**config.mk**
```make
export PLATFORM = sky130hd
export DESIGN_NAME = heap_arbiter
export DESIGN_NICKNAME = d
export VERILOG_FILES = /design/src/rtl/heap_arbiter.sv
export SDC_FILE = /design/constraint.sdc
export NUM_CORES = 1
export LEC_CHECK = 0
export ABC_CLOCK_PERIOD_IN_PS = 1850
export BUFFER_PORTS_ARGS = -buffer_cell sky130_fd_sc_hd__buf_2
export CAP_MARGIN = 20
export CORE_AREA = 2 2 88 90
export DETAILED_ROUTE_END_ITERATION = 7
export DIE_AREA = 0 0 90 92
export PLACE_DENSITY = 0.68
export SYNTH_ARGS = -nofsm -noshare
export SYNTH_HDL_FRONTEND = slang
export SYNTH_SLANG_ARGS = --single-unit
```
**constraint.sdc**
```tcl
create_clock -name i_clk -period 1.85 [get_ports i_clk]
set_clock_uncertainty 0.2 [all_clocks]
set_input_delay 0.0925 -clock i_clk [delete_from_list [all_inputs] [get_ports i_clk]]
set_output_delay 0.0925 -clock i_clk [all_outputs]
set_load 0.1 [all_outputs]
```
**src/rtl/heap_arbiter.sv**
```systemverilog
// rtl/heap_arbiter.sv - two-client request/grant arbiter and result router in front of the alloc block
// Optional feature: HEAP_ARB_COMBINE_EN pairs an alloc with a simultaneous free into one cycle.
module heap_arbiter #(
  parameter int DATA_SZ = 16
) (
  input  logic               i_clk,
  input  logic               i_rst_n,
  input  logic               i_a_req,
  input  logic [1:0]         i_a_op,
  input  logic [DATA_SZ-1:0] i_a_addr,
  input  logic [DATA_SZ-1:0] i_a_data,
  input  logic               i_b_req,
  input  logic [1:0]         i_b_op,
  input  logic [DATA_SZ-1:0] i_b_addr,
  input  logic [DATA_SZ-1:0] i_b_data,
  output logic               o_a_gnt,
  output logic               o_b_gnt,
  output logic               o_a_done,
  output logic               o_b_done,
  output logic [DATA_SZ-1:0] o_a_rdata,
  output logic [DATA_SZ-1:0] o_b_rdata,
  output logic               o_al,
  output logic               o_fr,
  output logic               o_wr,
  output logic               o_rd,
  output logic [DATA_SZ-1:0] o_adata,
  output logic [DATA_SZ-1:0] o_faddr,
  output logic [DATA_SZ-1:0] o_waddr,
  output logic [DATA_SZ-1:0] o_wdata,
  output logic [DATA_SZ-1:0] o_raddr,
  input  logic [DATA_SZ-1:0] i_aaddr,
  input  logic [DATA_SZ-1:0] i_rdata,
  input  logic               i_err,
  output logic               o_err
);

  localparam logic [0:0] S_RUN  = 1'b0;
  localparam logic [0:0] S_HALT = 1'b1;

  localparam logic [1:0] OP_AL = 2'b00;
  localparam logic [1:0] OP_FR = 2'b01;
  localparam logic [1:0] OP_WR = 2'b10;
  localparam logic [1:0] OP_RD = 2'b11;

  localparam logic [1:0] K_NONE  = 2'd0;
  localparam logic [1:0] K_ALLOC = 2'd1;
  localparam logic [1:0] K_READ  = 2'd2;
  localparam logic [1:0] K_OTHER = 2'd3;

  logic [0:0] state_q;
  logic       ptr_q;
  logic [1:0] a_kind_q;
  logic [1:0] b_kind_q;
  logic       blocked;
  logic       combine;

  function automatic logic [1:0] kind_of(input logic [1:0] op);
    case (op)
      OP_AL:   kind_of = K_ALLOC;
      OP_RD:   kind_of = K_READ;
      default: kind_of = K_OTHER;
    endcase
  endfunction

  assign blocked = (state_q == S_HALT) || i_err || !i_rst_n;

`ifdef HEAP_ARB_COMBINE_EN
  assign combine = i_a_req && i_b_req &&
                   ((i_a_op == OP_AL && i_b_op == OP_FR) || (i_a_op == OP_FR && i_b_op == OP_AL));
`else
  assign combine = 1'b0;
`endif

  // ptr_q == 0 favours A when both request
  assign o_a_gnt = !blocked && i_a_req && (!i_b_req || !ptr_q || combine);
  assign o_b_gnt = !blocked && i_b_req && (!i_a_req ||  ptr_q || combine);

  always_comb begin
    o_al = 1'b0; o_fr = 1'b0; o_wr = 1'b0; o_rd = 1'b0;
    o_adata = '0; o_faddr = '0; o_waddr = '0; o_wdata = '0; o_raddr = '0;
    if (o_b_gnt) begin
      case (i_b_op)
        OP_AL:   begin o_al = 1'b1; o_adata = i_b_data; end
        OP_FR:   begin o_fr = 1'b1; o_faddr = i_b_addr; end
        OP_WR:   begin o_wr = 1'b1; o_waddr = i_b_addr; o_wdata = i_b_data; end
        default: begin o_rd = 1'b1; o_raddr = i_b_addr; end
      endcase
    end
    if (o_a_gnt) begin
      case (i_a_op)
        OP_AL:   begin o_al = 1'b1; o_adata = i_a_data; end
        OP_FR:   begin o_fr = 1'b1; o_faddr = i_a_addr; end
        OP_WR:   begin o_wr = 1'b1; o_waddr = i_a_addr; o_wdata = i_a_data; end
        default: begin o_rd = 1'b1; o_raddr = i_a_addr; end
      endcase
    end
  end

  always_ff @(posedge i_clk or negedge i_rst_n) begin
    if (!i_rst_n) begin
      state_q  <= S_RUN;
      ptr_q    <= 1'b0;
      a_kind_q <= K_NONE;
      b_kind_q <= K_NONE;
    end else begin
      if (i_err) state_q <= S_HALT;
      a_kind_q <= o_a_gnt ? kind_of(i_a_op) : K_NONE;
      b_kind_q <= o_b_gnt ? kind_of(i_b_op) : K_NONE;
      if (o_a_gnt && i_b_req && !combine)      ptr_q <= 1'b1;
      else if (o_b_gnt && i_a_req && !combine) ptr_q <= 1'b0;
    end
  end

  assign o_a_done = (a_kind_q != K_NONE);
  assign o_b_done = (b_kind_q != K_NONE);
  assign o_err    = (state_q == S_HALT) || i_err;

  // An error in the result cycle poisons the returned data.
  always_comb begin
    o_a_rdata = '0;
    o_b_rdata = '0;
    if (!i_err) begin
      if (a_kind_q == K_ALLOC)     o_a_rdata = i_aaddr;
      else if (a_kind_q == K_READ) o_a_rdata = i_rdata;
      if (b_kind_q == K_ALLOC)     o_b_rdata = i_aaddr;
      else if (b_kind_q == K_READ) o_b_rdata = i_rdata;
    end
  end

endmodule

```
==> impl_metrics.py <==
metrics = {
    "finish": {
        "drive_above_1_share_pct": 89.9,
        "nets": 572,
        "diodes": 0,
        "area_growth_pct": 261,
        "final_core_util_pct": 84.4,
    },
    "yosys": {
        "ys_types": 20,
        "syn_avg_cell_area_um2": 8.17,
        "synth-main-ff-cell": "dfrtp_1",
        "ys.warnings.count": 0,
        "async_flop_share_pct": 100,
        "synthTopCellsByArea": "a22o_1, a22oi_1, dfrtp_1",
        "syn_inst": 213,
        "yosysTopAreaCell": "a22o_1",
        "synth_edf_count": 0,
        "netlist_area_um2": 1740,
        "ys_ff_latch": 6,
        "syn_nets": 318,
        "synth_top_cell_area_share_pct": 40.3,
        "synth-seq-area-share_pct": 8.63,
    },
    "clocking": {
        "root_buffer": "clkbuf_8",
        "cts_tree": "done",
        "clock_path_buffers": 2,
        "cts_inserted_buffers": 3,
        "path_clk_slew_ns": 0.04,
        "htree_levels": 1,
        "clock_sinks": 6,
        "clk_latency_ns": 0.22,
    },
    "route": {
        "routed_wl_um": 13300,
        "vias": 3181,
        "via_per_inst": 5.61,
        "drtIter0Drc": 141,
        "wl_per_cell_um": 23.5,
        "drc": 0,
        "firstDrtPassIters": 4,
        "ant_nets": 0,
    },
    "critical_path": {
        "cp-start-kind": "flip-flop",
        "crit_chain": "nand4bb_4, buf_6, nor4b_4, buf_4, clkbuf_16, a22o_2, buf_12",
        "reg2reg_depth": 7,
        "cpMaxStageDelayCell": "dfrtp_1",
        "cp_max_fo": 8,
        "reg2reg_from": "state_q$_DFFE_PN0P_",
        "r2r_slack_ns": 0.06,
        "critPathRequiredTime_ns": 1.56,
        "cp-end-kind": "output pin",
        "critPathKind": "reg -> out",
        "worstPathArrival_ns": 1.93,
        "max_stage_delay_ns": 0.39,
        "rr_endpoint": "a_kind_q[0]$_DFF_PN0_",
    },
    "floorplan": {
        "core-area_um2": 7450,
        "io_pins": 226,
        "rows": 32,
        "start_util_pct": 23.4,
        "die_y_um": 92,
        "die_x_um": 90,
        "die-area_um2": 8280,
    },
    "placed_design": {
        "portBuffers": 225,
        "place.gp.congestion": 0.947,
        "place_hpwl_um": 8830,
    },
    "grt": {
        "grt_start_max_net_pins": 34,
        "track_usage_pct": 26.2,
        "antenna_found_initial": 0,
        "grt_use_met3_pct": 7.89,
        "use_met2_pct": 51.5,
        "top_usage_layer": "met2",
        "grt_overflow": 0,
        "grt_pass1_wl_um": 17700,
        "grt.met1_usage_pct": 25.7,
        "grt_pass1_vias": 3312,
    },
    "timing": {
        "slew_headroom_pct": 41.1,
        "rsz0062_at_grt": "yes",
        "max_freq_mhz": 449,
        "min_period_ns": 2.23,
        "finalHoldViolCount": 0,
        "final-setup-viol-count": 85,
        "finalWorstSetupSlack_ns": -0.377,
        "tns_ns": -24.82,
        "finalMaxSlewViolations": 0,
        "post-route-period-util_pct": 120,
        "tightest_slew_ns": 0.883,
    },
    "min_path": {
        "hp-class": "in -> reg",
        "min_from": "i_b_op[0]",
        "worstHoldEndpoint": "b_kind_q[1]$_DFF_PN0_",
        "holdPathStages": 3,
    },
    "flow_run": {
        "cap_violations": 0,
    },
    "power_and_ir_drop": {
        "p_per_area_nw_per_um2": 96.9,
        "p_leak_nw": 2.72,
        "vdd_drop_max_uv": 108,
    },
    "run_status": {
        "violations": "setup timing",
        "outcome": "finished with violations",
    },
}
-- where the power goes --
part	internal (W)	switching (W)	total, W	leakage, nW
registers	0.000133	0.00000149	0.000135	0.0782
clock network	0.000140	0.0000535	0.000193	0.0216
logic	0.000103	0.000178	0.000281	2.62
total	0.000376	0.000233	0.000609	2.72
-- through the flow --
stage               instance area, µm²  power, W  setup slack (ns)  hold WS [ns]  cells
CTS                               5800  0.000593            -0.342       0.00520    548
global placement                  5420  0.000367            -0.368        -0.265    530
finish                            6280  0.000609            -0.377        0.0161    567
detailed placement                5420  0.000382            -0.403        -0.261    530
global route                      6280  0.000634            -0.432        0.0118    567
floorplan                         2360  0.000188            -0.165        -0.403    213
-- layer usage --
metal  wire length, µm  up-vias  share of wire (%)
met3              1080       48                8.1
li1                  -     1386                  -
met1              4360     1546                 33
met4               725        0                5.4
met2              7170      201                 54
met5                 0        -                  0
-- sequential cells by signal, summed over array words and instances (netlist names) --
signal    count
ptr_q         1
b_kind_q      2
a_kind_q      2
state_q       1
-- worst max-delay path, delay by kind of cell (launching register included) --
| kind | cells | cell delay [ns] |
|---|---|---|
| simple gates | 2 | 0.45 |
| compound gates | 1 | 0.16 |
| buf+inv | 4 | 0.69 |
| flops | 1 | 0.39 |
-- worst max path at each step --
| stage | slack [ns] | to | from |
|---|---|---|---|
| floorplan | -0.16 | o_faddr[10] | ptr_q$_DFFE_PN0P_ |
| CTS | -0.34 | o_wdata[9] | state_q$_DFFE_PN0P_ |
| finish | -0.38 | o_faddr[7] | state_q$_DFFE_PN0P_ |
| global route | -0.43 | o_faddr[8] | state_q$_DFFE_PN0P_ |
| global placement | -0.37 | o_b_rdata[10] | b_kind_q[1]$_DFF_PN0_ |
| detailed placement | -0.40 | o_a_rdata[7] | a_kind_q[0]$_DFF_PN0_ |
-- Yosys cell counts (3+ instances only) --
library cell,instances
a22o_1,80
nor2_1,37
a22oi_1,32
clkbuf_1,11
or2_2,10
buf_6,7
dfrtp_1,6
nor2b_1,4
nor4b_4,4
buf_2,3
buf_4,3
inv_1,3
-- cells by family after synthesis --
kind of cell | share of synthesized area [%]
AO/OA/AOI/OAI | 54.7
AND/OR/NAND/NOR | 26.5
buffers and inverters | 9.71
flip-flops | 8.63
XOR/XNOR | 0.504
-- cell type report --
type                            instances  area (µm²)
Clock buffer                            3        41.3
Inverter                                3        18.8
Tap cell                              102         128
Multi-Input combinational cell        180        2290
Timing Repair Buffer                  273        3650
Fill cell                             365        1160
Sequential cell                         6         150
-- timing repair --
action / 4_1_cts / 5_1_grt
hold endpoints to repair: 8 / 0
buffers inserted: 9 / 9
gates cloned: 2 / 11
pin swaps: 3 / 15
hold buffers: 4 / 0
setup endpoints to repair: 118 / 104
resized for setup: 28 / 36
-- layout by cell type (no fill, tap or decap), drive strengths merged, types with 4 or more instances in the layout --
| cell type | synthesis | layout |
|---|---|---|
| a22o | 80 | 80 |
| a22oi | 32 | 32 |
| buf | 13 | 260 |
| clkbuf | 11 | 12 |
| dfrtp | 6 | 6 |
| dlygate4sd3 | 0 | 4 |
| nor2 | 37 | 37 |
| nor2b | 4 | 4 |
| nor4b | 4 | 4 |
| or2 | 10 | 10 |
(Power assumes the default switching activity.)
